$ cat config.mk
export PLATFORM = sky130hd
export DESIGN_NAME = bf_pair_sched
export DESIGN_NICKNAME = d
export VERILOG_FILES = /design/src/rtl/fft_pkg.sv /design/src/rtl/bf_pair_sched.sv
export SDC_FILE = /design/constraint.sdc
export NUM_CORES = 1
export LEC_CHECK = 0
export CORE_AREA = 2 2 568 570
export CTS_CLUSTER_DIAMETER = 50
export CTS_CLUSTER_SIZE = 24
export DETAILED_ROUTE_END_ITERATION = 10
export DIE_AREA = 0 0 570 572
export PLACE_DENSITY = 0.32
export SLEW_MARGIN = 20
export SYNTH_ARGS = -nofsm -noshare
export SYNTH_HDL_FRONTEND = slang
export SYNTH_SLANG_ARGS = --single-unit
export TNS_END_PERCENT = 50
$ cat constraint.sdc
create_clock -name clk -period 4.3 [get_ports clk]
set_input_delay 0.645 -clock clk [delete_from_list [all_inputs] [get_ports clk]]
set_output_delay 0.645 -clock clk [all_outputs]
set_load 0.05 [all_outputs]
$ cat src/rtl/fft_pkg.sv
// Shared types and constants for the radix-2 SDF FFT stage blocks.
package fft_pkg;
   localparam int LANES  = 16;
   localparam int DATA_W = 9;

   typedef enum logic {FILL = 1'b0, PAIR = 1'b1} state_t;

   // lane j occupies bits [j*DATA_W +: DATA_W] when flattened
   typedef logic signed [LANES-1:0][DATA_W-1:0] bundle_t;
endpackage

$ cat src/rtl/bf_pair_sched.sv
// Butterfly-pair scheduler for one radix-2 SDF stage; optional frame counter
// enabled by defining BF_PAIR_SCHED_FRAME_CNT_EN.
//
// state | meaning
// FILL  | writing first half-frame bundles into the delay buffer
// PAIR  | popping one stored bundle per incoming bundle, emitting aligned pairs
module bf_pair_sched
   import fft_pkg::*;
#(
   parameter int WIDTH        = DATA_W,
   parameter int DELAY_LENGTH = 16
) (
   input  logic                   clk,
   input  logic                   rstn,
   input  logic                   in_valid,
   output logic                   in_ready,
   input  logic [LANES*WIDTH-1:0] in_real,
   input  logic [LANES*WIDTH-1:0] in_imag,
   output logic                   buf_write,
   output logic                   buf_read,
   output logic [LANES*WIDTH-1:0] buf_din_real,
   output logic [LANES*WIDTH-1:0] buf_din_imag,
   input  logic [LANES*WIDTH-1:0] buf_dout_real,
   input  logic [LANES*WIDTH-1:0] buf_dout_imag,
   input  logic                   buf_full,
   input  logic                   buf_empty,
   output logic                   out_valid,
   output logic [LANES*WIDTH-1:0] out_a_real,
   output logic [LANES*WIDTH-1:0] out_a_imag,
   output logic [LANES*WIDTH-1:0] out_b_real,
   output logic [LANES*WIDTH-1:0] out_b_imag,
   output logic                   out_last,
   output logic                   err
`ifdef BF_PAIR_SCHED_FRAME_CNT_EN
   ,
   output logic [15:0]            frame_cnt
`endif
);
   localparam int CW = (DELAY_LENGTH > 1) ? $clog2(DELAY_LENGTH) : 1;

   state_t        state;
   state_t        state_nxt;
   logic [CW-1:0] cnt;
   logic [CW-1:0] cnt_nxt;
   logic          cnt_last;
   logic          err_hit;

   assign cnt_last     = (cnt == CW'(DELAY_LENGTH-1));
   assign buf_din_real = in_real;
   assign buf_din_imag = in_imag;

   // stale buffer output is hidden outside valid pairs
   assign out_a_real = out_valid ? buf_dout_real : '0;
   assign out_a_imag = out_valid ? buf_dout_imag : '0;

   always_comb begin
      state_nxt = state;
      cnt_nxt   = cnt;
      in_ready  = 1'b0;
      buf_write = 1'b0;
      buf_read  = 1'b0;
      err_hit   = 1'b0;
      case (state)
         FILL: begin
            in_ready  = ~buf_full;
            buf_write = in_valid & ~buf_full;
            err_hit   = in_valid & buf_full;
            if (buf_write) begin
               if (cnt_last) begin
                  cnt_nxt   = '0;
                  state_nxt = PAIR;
               end else begin
                  cnt_nxt = cnt + 1'b1;
               end
            end
         end
         PAIR: begin
            in_ready = ~buf_empty;
            buf_read = in_valid & ~buf_empty;
            err_hit  = in_valid & buf_empty;
            if (buf_read) begin
               if (cnt_last) begin
                  cnt_nxt   = '0;
                  state_nxt = FILL;
               end else begin
                  cnt_nxt = cnt + 1'b1;
               end
            end
         end
         default: state_nxt = FILL;
      endcase
   end

   always_ff @(posedge clk or negedge rstn) begin
      if (!rstn) begin
         state      <= FILL;
         cnt        <= '0;
         out_valid  <= 1'b0;
         out_last   <= 1'b0;
         out_b_real <= '0;
         out_b_imag <= '0;
         err        <= 1'b0;
      end else begin
         state     <= state_nxt;
         cnt       <= cnt_nxt;
         out_valid <= buf_read;
         out_last  <= buf_read & cnt_last;
         err       <= err | err_hit;
         if (buf_read) begin
            out_b_real <= in_real;
            out_b_imag <= in_imag;
         end
      end
   end

`ifdef BF_PAIR_SCHED_FRAME_CNT_EN
   always_ff @(posedge clk or negedge rstn) begin
      if (!rstn)
         frame_cnt <= '0;
      else if (out_valid && out_last)
         frame_cnt <= frame_cnt + 16'd1;
   end
`endif
endmodule

==> out/metrics.csv, run 1 <==
stage;metric;value;unit
status;status;finished clean;
critical_path;crit path launch type;register;
timing;RSZ-0062 raised after global routing;false;
grt;initial antenna violation count;102;
critical_path;Critical Path End Type;output port;
floorplanning;Die Ht;572;um
clock_tree;Clock Latency Late Sink;0.68;ns
placement;Port Buf Inserts;1450;
clock_tree;clock sinks;296;
logic_synthesis;Synth Cell Area;16300;um^2
pwr;VDD IR max;0.398;mV
grt;vias in the first global route;15600;
cells_and_area;layout cells sized above 1;0.190;
cells_and_area;Synth-to-Final Area Change;118;%
placement;dpl ws;0.982;ns
clock_tree;clock-pin slew on the worst setup and hold paths;0.06;ns
pwr;clock share of power;0.182;
logic_synthesis;cell count after synthesis;1248;
timing;Final TNS setup;0;ns
clock_tree;CTS tree;yes;
logic_synthesis;Ys Warns;0;
logic_synthesis;Post-Syn Nets;1830;
pwr;PwrDens;727;nW/um^2
pwr;Seq pwr share;0.201;
cells_and_area;fill count;36400;
clock_tree;Root Buffer;clkbuf_16;
critical_path;critical path class;register to output port;
pwr;Leakage;13.8;nW
timing;Slew @ Worst Pin;1.26;ns
grt;largest net degree at the start of global routing;133;
cells_and_area;Nets;3004;
cells_and_area;most frequent cells in the layout;1385 x clkdlybuf4s50_1, 295 x dfrtp_1, 288 x and2_1;
grt;gr usage total;0.111;
drt;vias post-DR;14600;
floorplanning;cell row count;208;
timing;Highest Clock Rate;264;MHz
timing;Layout Skew;0.0392;ns
pwr;combinational fraction of design power;0.617;
grt;first-pass GRT wire length;222000;um
placement;hpwl dp;169000;um
timing;Max-slew headroom;0.159;
logic_synthesis;syn_area_per_cell;13.1;um^2
timing;max-slew violations;0;
critical_path;CP Data Required Time;3.65;ns
floorplanning;core box area;320000;um^2
floorplanning;Chip Width;570;um
critical_path;Worst EP arrival;3.15;ns
timing;min Tclk post-route;3.79;ns
min_path;Hold Crit Class;register to register;
placement;Placer Congestion;0.847;
timing;final setup vio count;0;
drt;WL/cell;28.2;um
logic_synthesis;sequential fraction of the synthesis area;0.454;
timing;Final WS setup;0.506;ns
drt;routed vias/inst;2.18;
timing;Final Hold Viols;0;
clock_tree;Clock H-tree levels;2;
floorplanning;Starting Density;0.0511;
drt;iteration-0 DRC count of the detailed router;457;
drt;Final ANT Viol Nets;0;
pwr;Net Sw Power;13.5;mW
pwr;Tot Pwr;25.8;mW
timing;Final Cycle Share;0.882;
flow_run;max-cap violation count;0;
cells_and_area;commonest non-fill, non-tap cell in the layout;clkdlybuf4s50_1;
grt;gr ovfl total;0;
pwr;P_int;12.4;mW
drt;Pre-Repair DR Iteration Count;4;
floorplanning;Ports;1451;
clock_tree;Num CTS Buffers;56;
clock_tree;Clock Path Buffers;3;
critical_path;peak fanout along the critical path;132;
logic_synthesis;Seq cells post-synth;296;
drt;DR DRC count;0;
drt;final wirelength;189000;um
pwr;Sw Ratio;0.521;
logic_synthesis;Cell variety after synth;24;
floorplanning;Die Area;326000;um^2
[state kept, by name, indices dropped and copies added, names as in the netlist]
signal	cells
state	1
out_b_real	144
out_valid	1
cnt	4
out_b_imag	144
err	1
out_last	1
[area by class of cell]
| type | instances | area, um^2 | share of cell area |
|---|---|---|---|
| sequential | 296 | 7410 | 0.208 |
| multi-input combinational | 597 | 6270 | 0.176 |
| clock inverter | 36 | 469 | 0.0132 |
| clock buffer | 67 | 1480 | 0.0417 |
| inverter | 2 | 7.51 | 0.000211 |
| tap | 4200 | 5260 | 0.148 |
| antenna | 24 | 60.1 | 0.00169 |
| timing repair buffer | 1469 | 14600 | 0.410 |
[critical path, stage by stage, from the launching register on]
cell and delay [ns]:
dfrtp_4 0.75, buf_12 0.34, and2_1 0.31, clkdlybuf4s50_1 0.85
[path summary, 6_finish.rpt]
| kind | start | end | slack (ns) | cells after the start |
|---|---|---|---|---|
| max | out_valid$_DFF_PN0_ | out_a_real[66] | 0.51 | 3 |
| min | err$_DFF_PN0_ | err$_DFF_PN0_ | 0.48 | 1 |
| max reg2reg | state$_DFF_PN0_ | out_b_real[80]$_DFFE_PN0P_ | 1.98 | 5 |
| min reg2reg | err$_DFF_PN0_ | err$_DFF_PN0_ | 0.48 | 1 |
| max in group asynchronous | rstn | out_b_real[94]$_DFFE_PN0P_ | 2.65 | 3 |
| min in group asynchronous | rstn | out_b_real[118]$_DFFE_PN0P_ | 0.59 | 2 |
[cell usage after synthesis (all sizes together)]
library cell  number  area [um^2]
o22a               1         8.76
nand3b             1         7.51
a31oi              1         6.26
mux2i              1         10.0
nor3               2         10.0
inv                2         7.50
nand2              2         7.51
a21oi              1         5.00
or2                1         6.26
clkbuf            33          124
ha                 1         12.5
nand3              3         15.0
and2             288         1800
xnor2              1         8.76
buf              320         2520
o2bb2ai            1         8.76
nor2               1         3.75
o21bai             1         7.51
nand4b             1         8.76
mux2             290         4340
dfrtp            296         7410
[timing repair]
item | CTS | global route
setup buffers | 0 | 0
gates resized for setup | 0 | 0
hold buffers | 1 | 0
hold endpoints to repair | 27 | 0
[metrics by stage]
step	instances	cell area [um^2]	utilization	hold WS, ns
6_report	6691	35500	0.111	0.480
5_1_grt	6680	35500	0.111	0.510
4_1_cts	6667	35500	0.111	0.483
3_5_place_dp	6563	33500	0.105	0.470
3_3_place_gp	6563	33500	0.105	0.462
2_1_floorplan	1248	16300	-	0.349
[power by group through the flow]
stage,Clock (mW),Combinational (mW),Sequential (mW)
after detailed placement,0,16.5,5.21
after CTS,4.92,16.6,5.24
after global placement,0,16.6,5.21
final,4.69,15.9,5.20
after floorplan,0,4.19,9.84
after global routing,5.02,16.9,5.41
[metal layers]
| metal | wire [um] | share of wire | GRT usage | up-vias |
|---|---|---|---|---|
| met4 | 4670 | 0.025 | 0.0278 | 46 |
| met1 | 64200 | 0.34 | 0.110 | 7046 |
| met2 | 92100 | 0.49 | 0.193 | 1063 |
| met3 | 27300 | 0.14 | 0.0683 | 225 |
| met5 | 328 | 0.0017 | 0 | - |
| li1 | - | - | - | 6213 |
[cell families after synthesis]
kind of cell             after synthesis  share of synthesized area
AO/OA/AOI/OAI                          5                    0.00222
XOR/XNOR                               1                   0.000536
adder cells (fa/ha/maj)                1                   0.000766
buffers and inverters                355                      0.162
flip-flops                           296                      0.454
multiplexers                         291                      0.267
AND/OR/NAND/NOR                      299                      0.114
No activity file was read; power rests on OpenSTA's default activity.
==> run 2, diff against run 1 <==
- CORE_AREA: 2 2 568 570 -> 2 2 560 562
- DIE_AREA: 0 0 570 572 -> 0 0 562 564
==> run 2 against run 1 <==
Worst hold slack got worse by 0.45 ns. Critical path depth did not move. Clock power rose by 19%. Worst setup slack got worse by 0.022 ns. Routed wire length fell by 6.1%. Via count rose by 0.25%. Final cell count fell by 0.66%. Fmax fell by 0.57%. Register-to-register slack barely moved. Die area fell by 2.8%. First-iteration DRC count rose by 19%. Critical endpoint is now out_a_real[118].
==> out/metrics.csv, run 2 (synthesis results as in run 1) <==
stage;metric;value;unit;change
critical_path;Critical Path End Type;output port;;
critical_path;critical path class;register to output port;;
critical_path;CP Data Required Time;3.65;ns;about the same
cells_and_area;final core occ;0.116;;+0.00457
drt;routed vias/inst;2.20;;+0.92%
cells_and_area;commonest non-fill, non-tap cell in the layout;clkdlybuf4s50_1;;
critical_path;crit path launch type;register;;
timing;Final TNS setup;0;ns;unchanged
timing;Max-slew headroom;0.251;;+0.0929
critical_path;peak fanout along the critical path;93;;-30%
clock_tree;clock sinks;296;;unchanged
grt;largest net degree at the start of global routing;94;;-29%
cells_and_area;Nets;3019;;+0.50%
clock_tree;Hold Buf Count CTS;0;;-1
floorplanning;Chip Width;562;um;-1.4%
clock_tree;clock-pin slew on the worst setup and hold paths;0.04;ns;-0.02 ns
status;status;finished clean;;
clock_tree;Num CTS Buffers;69;;+23%
clock_tree;postcts setup bufs;0;;unchanged
timing;Final Cycle Share;0.887;;+0.00504
timing;Highest Clock Rate;262;MHz;-0.57%
grt;gr ovfl total;0;;unchanged
floorplanning;Starting Density;0.0525;;+0.00147
floorplanning;Ports;1451;;unchanged
placement;Port Buf Inserts;1450;;unchanged
grt;initial antenna violation count;67;;-34%
floorplanning;Die Ht;564;um;-1.4%
grt;first-pass GRT wire length;212000;um;-4.6%
critical_path;Worst EP arrival;3.17;ns;+0.02 ns
timing;Final WS setup;0.484;ns;-0.0217 ns
timing;min Tclk post-route;3.82;ns;+0.0217 ns
drt;Final ANT Viol Nets;0;;unchanged
flow_run;max-cap violation count;0;;unchanged
drt;iteration-0 DRC count of the detailed router;546;;+19%
floorplanning;core box area;311000;um^2;-2.8%
drt;final wirelength;177000;um;-6.1%
timing;max-slew violations;0;;unchanged
cells_and_area;most frequent cells in the layout;1407 x clkdlybuf4s50_1, 295 x dfrtp_1, 288 x and2_1;;
min_path;Hold Crit Class;input pin to async pin;;
timing;Layout Skew;0.0639;ns;+0.0247 ns
cells_and_area;layout cells sized above 1;0.189;;-0.00135
floorplanning;cell row count;205;;-1.4%
cells_and_area;post-route insts no fill;6647;;-0.66%
drt;Pre-Repair DR Iteration Count;4;;unchanged
placement;Placer Congestion;0.882;;+4.1%
drt;DR DRC count;0;;unchanged
clock_tree;CTS tree;yes;;
timing;RSZ-0062 raised after global routing;false;;
drt;vias post-DR;14600;;+0.25%
grt;gr usage total;0.107;;-0.00389
timing;Slew @ Worst Pin;1.12;ns;-0.143 ns
placement;dpl ws;0.760;ns;-0.222 ns
pwr;Leakage;14.0;nW;+1.4%
clock_tree;Clock Path Buffers;3;;unchanged
clock_tree;Clock Latency Late Sink;0.68;ns;about the same
cells_and_area;Synth-to-Final Area Change;120;%;
timing;final setup vio count;0;;unchanged
drt;WL/cell;26.6;um;-5.5%
clock_tree;Clock H-tree levels;3;;+1
grt;vias in the first global route;15900;;+1.9%
floorplanning;Die Area;317000;um^2;-2.8%
cells_and_area;biggest regs;out_b_imag (144), out_b_real (144), cnt (4);;
clock_tree;Root Buffer;clkbuf_16;;
pwr;VDD IR max;0.380;mV;-4.3%
placement;placed cell count;6506;;-0.87%
timing;Final Hold Viols;0;;unchanged
clock_tree;CTS resizes;0;;unchanged
pwr;PwrDens;733;nW/um^2;+0.87%
placement;hpwl dp;156000;um;-7.7%
==> run 2: worst paths after layout <==
| check | startpoint | slack [ns] | endpoint | cells past startpoint |
|---|---|---|---|---|
| setup / recovery | out_valid$_DFF_PN0_ | 0.48 | out_a_real[118] | 3 |
| hold / removal | rstn | 0.03 | out_b_real[57]$_DFFE_PN0P_ | 1 |
| setup reg to reg | state$_DFF_PN0_ | 1.98 | out_b_real[141]$_DFFE_PN0P_ | 5 |
| hold reg to reg | err$_DFF_PN0_ | 0.49 | err$_DFF_PN0_ | 1 |
| max in group asynchronous | rstn | 3.20 | out_b_real[134]$_DFFE_PN0P_ | 2 |
| min in group clk | err$_DFF_PN0_ | 0.49 | err$_DFF_PN0_ | 1 |
==> run 2: report_power, final <==
| group | internal, mW | switching, mW |
|---|---|---|
| Combinational | 5.35 | 10.3 |
| Sequential | 4.21 | 0.929 |
| Clock | 3.50 | 2.08 |
==> run 2: area by class of cell <==
class	instances	area, um^2
clock buffers	85	1880
inverters	2	7.51
fillers	35500	275000
clock inverters	39	490
flip-flops and latches	296	7410
diodes	17	42.5
well taps	4140	5180
repair buffers	1471	14700
multi-input cells	597	6270
==> run 2: layer usage <==
layer  share of wire  track usage  up-vias
met5          0.0012            0        -
met4           0.025       0.0251       32
met3            0.13       0.0646      176
met2            0.49        0.185     1016
met1            0.35        0.109     7181
li1                -            -     6225
==> run 2: stage by stage <==
| stage | cell area, um^2 | power [mW] | hold slack (ns) |
|---|---|---|---|
| final | 36000 | 26.4 | 0.0343 |
| after global routing | 35900 | 27.8 | 0.0500 |
| after CTS | 35900 | 27.2 | 0.0175 |
| after detailed placement | 33600 | 21.3 | 0.488 |
| after global placement | 33600 | 21.4 | 0.483 |
| after floorplan | 16300 | 14.0 | 0.349 |
==> run 2: critical path, cell delays in order (launching register included) <==
cell and delay (ns):
dfrtp_4 0.75, buf_12 0.35, and2_1 0.38, clkdlybuf4s50_1 0.92
==> run 3, diff against run 2 <==
- RECOVER_POWER: not set -> 25
==> run 3 against run 2 <==
The run now ends with capacitance limit, slew limit left. Flip-flop and latch count unchanged. Worst setup slack better by 0.0012 ns. Utilization down 0.092 points. Register-to-register slack worse by 1.1 ns. First-iteration DRC count down 8.2%. Via count up 0.25%. Power down 0.96%. Critical endpoint unchanged.
==> out/metrics.csv, run 3 (synthesis results as in run 1) <==
stage;metric;value;unit;change
critical_path;critical path class;register to output port;;
cells_and_area;layout cells sized above 1;0.163;;-0.0261
cells_and_area;Synth-to-Final Area Change;119;%;
timing;max-slew violations;156;;+156
placement;Placement Cell Area;33600;um^2;unchanged
critical_path;RR Endpoint;out_b_real[141]$_DFFE_PN0P_;;
placement;dpl ws;0.760;ns;unchanged
clock_tree;Clock Path Buffers;3;;unchanged
status;violated checks;capacitance limit, slew limit;;
cells_and_area;fill count;35500;;+0.16%
timing;RSZ-0062 raised after global routing;false;;
min_path;Hold Path Depth;1;;
min_path;hold path start;out_b_real[134]$_DFFE_PN0P_;;
placement;hpwl dp;156000;um;unchanged
clock_tree;Num CTS Buffers;69;;unchanged
cells_and_area;area of the multi-input gates;6060;um^2;-3.4%
min_path;Hold Path End;out_b_real[134]$_DFFE_PN0P_;;
grt;initial antenna violation count;69;;+3.0%
critical_path;Worst EP arrival;3.17;ns;about the same
status;status;complete, but fails checks;;
timing;Final WS setup;0.485;ns;+0.00125 ns
floorplanning;Starting Density;0.0525;;unchanged
drt;vias post-DR;14700;;+0.25%
placement;Port Buf Inserts;1450;;unchanged
grt;first-pass GRT wire length;212000;um;unchanged
grt;GR Util met3;0.0646;;unchanged
critical_path;worst path cell trace;buf_12 -> and2_1 -> clkdlybuf4s50_1;;
drt;DR DRC count;0;;unchanged
cells_and_area;biggest regs;out_b_imag (144), out_b_real (144), cnt (4);;
timing;Final Cycle Share;0.887;;about the same
timing;final setup vio count;0;;unchanged
clock_tree;Root Buffer;clkbuf_16;;
grt;met2 Use GR;0.185;;unchanged
floorplanning;Chip Width;562;um;unchanged
pwr;Leakage;13.7;nW;-2.4%
floorplanning;Ports;1451;;unchanged
grt;met1 GRT Util;0.109;;unchanged
critical_path;Slowest-stage cell, CP;clkdlybuf4s50_1;;
flow_run;max-cap violation count;3;;+3
pwr;combinational fraction of design power;0.591;;-0.003
pwr;Seq pwr share;0.196;;about the same
cells_and_area;post-route insts no fill;6647;;unchanged
timing;Max-slew headroom;-0.763;;-1.01
min_path;Hold Crit Class;register to register;;
floorplanning;cell row count;205;;unchanged
drt;WL/cell;26.6;um;about the same
grt;vias in the first global route;15900;;unchanged
critical_path;Critical Path End Type;output port;;
timing;Final TNS setup;0;ns;unchanged
grt;busiest layer in global routing;met2;;
floorplanning;Die Ht;564;um;unchanged
drt;Pre-Repair DR Iteration Count;4;;unchanged
drt;iteration-0 DRC count of the detailed router;501;;-8.2%
clock_tree;postcts setup bufs;0;;unchanged
clock_tree;CTS resizes;0;;unchanged
clock_tree;Clock Latency Late Sink;0.68;ns;about the same
grt;largest net degree at the start of global routing;94;;unchanged
timing;Slew @ Worst Pin;2.65;ns;+1.53 ns
timing;Layout Skew;0.0645;ns;+0.000590 ns
critical_path;crit-path max cell delay;0.92;ns;about the same
placement;placed cell count;6506;;unchanged
timing;min Tclk post-route;3.81;ns;-0.00125 ns
critical_path;CP Data Required Time;3.65;ns;about the same
clock_tree;Hold Buf Count CTS;0;;unchanged
grt;gr usage total;0.107;;unchanged
critical_path;worst r2r src;state$_DFF_PN0_;;
pwr;clock share of power;0.213;;+0.002
pwr;VDD IR max;0.385;mV;+1.1%
grt;gr ovfl total;0;;unchanged
pwr;Sw Ratio;0.509;;+0.00368
drt;routed vias/inst;2.21;;+0.25%
floorplanning;core box area;311000;um^2;unchanged
cells_and_area;sequential cell area;7410;um^2;unchanged
cells_and_area;most frequent cells in the layout;1406 x clkdlybuf4s50_1, 295 x dfrtp_1, 288 x and2_1;;
placement;Placer Congestion;0.882;;unchanged
pwr;PwrDens;732;nW/um^2;-0.17%
cells_and_area;cell area after layout;35700;um^2;-0.80%
critical_path;R2R Setup Slk;0.87;ns;-1.11 ns
clock_tree;clock sinks;296;;unchanged
timing;Highest Clock Rate;262;MHz;about the same
critical_path;Worst path top cell family by delay;buffers and inverters;;
critical_path;R2R cell count;5;;unchanged
clock_tree;CTS tree;yes;;
critical_path;Crit path buffers/inverters;2;;unchanged
floorplanning;Die Area;317000;um^2;unchanged
drt;final wirelength;177000;um;about the same
critical_path;peak fanout along the critical path;93;;unchanged
cells_and_area;Nets;3019;;unchanged
pwr;Net Sw Power;13.3;mW;-0.24%
pwr;P_int;12.8;mW;-1.7%
drt;Final ANT Viol Nets;0;;unchanged
critical_path;crit path from;out_valid$_DFF_PN0_;;
clock_tree;Clock H-tree levels;3;;unchanged
timing;Final Hold Viols;0;;unchanged
cells_and_area;commonest non-fill, non-tap cell in the layout;clkdlybuf4s50_1;;
critical_path;crit path launch type;register;;
clock_tree;clock-pin slew on the worst setup and hold paths;0.04;ns;about the same
## run 3: cell count changes in the layout (fill, tap and decap cells not counted)
cell	previous run	this run
clkbuf_2	0	4
buf_4	50	41
buf_12	10	8
mux2_4	287	230
clkdlybuf4s50_1	1407	1406
dlygate4sd3_1	0	1
buf_8	1	0
mux2_1	3	60
clkbuf_1	8	16
## run 3: through the flow
stage	total power [mW]	hold slack [ns]	utilization
after floorplan	14.0	0.349	-
after global routing	27.5	0.505	0.115
final	26.1	0.494	0.115
after detailed placement	21.3	0.488	0.108
after global placement	21.4	0.483	0.108
after CTS	27.2	0.0175	0.116
## run 3: power by group through the flow
stage	logic [mW]	registers (mW)	clock network, mW
2_1_floorplan	4.19	9.84	0
3_3_place_gp	16.3	5.13	0
3_5_place_dp	16.2	5.11	0
4_1_cts	16.2	5.16	5.86
5_1_grt	16.2	5.33	5.96
6_report	15.4	5.12	5.57
## run 3: how the worst max path moves through the flow
stage                       to  slack, ns  cells after the start
2_1_floorplan    out_a_imag[0]       1.83                      4
3_3_place_gp          buf_read       0.73                      5
3_5_place_dp          buf_read       0.76                      5
4_1_cts         out_a_real[17]       0.28                      3
5_1_grt         out_a_real[31]       0.29                      3
6_report       out_a_real[118]       0.49                      3
## run 3: final cells by class
type,count,area share
Tap cell,4140,0.145
Multi-Input combinational cell,597,0.170
Timing Repair Buffer,1471,0.410
Inverter,2,0.000210
Clock buffer,85,0.0526
Sequential cell,296,0.208
Antenna cell,17,0.00119
Clock inverter,39,0.0137
## run 3: routing by layer
layer | up-vias | routed length [um]
met5 | - | 217
li1 | 6233 | -
met3 | 173 | 23700
met4 | 32 | 4390
met2 | 1035 | 86300
met1 | 7194 | 62300
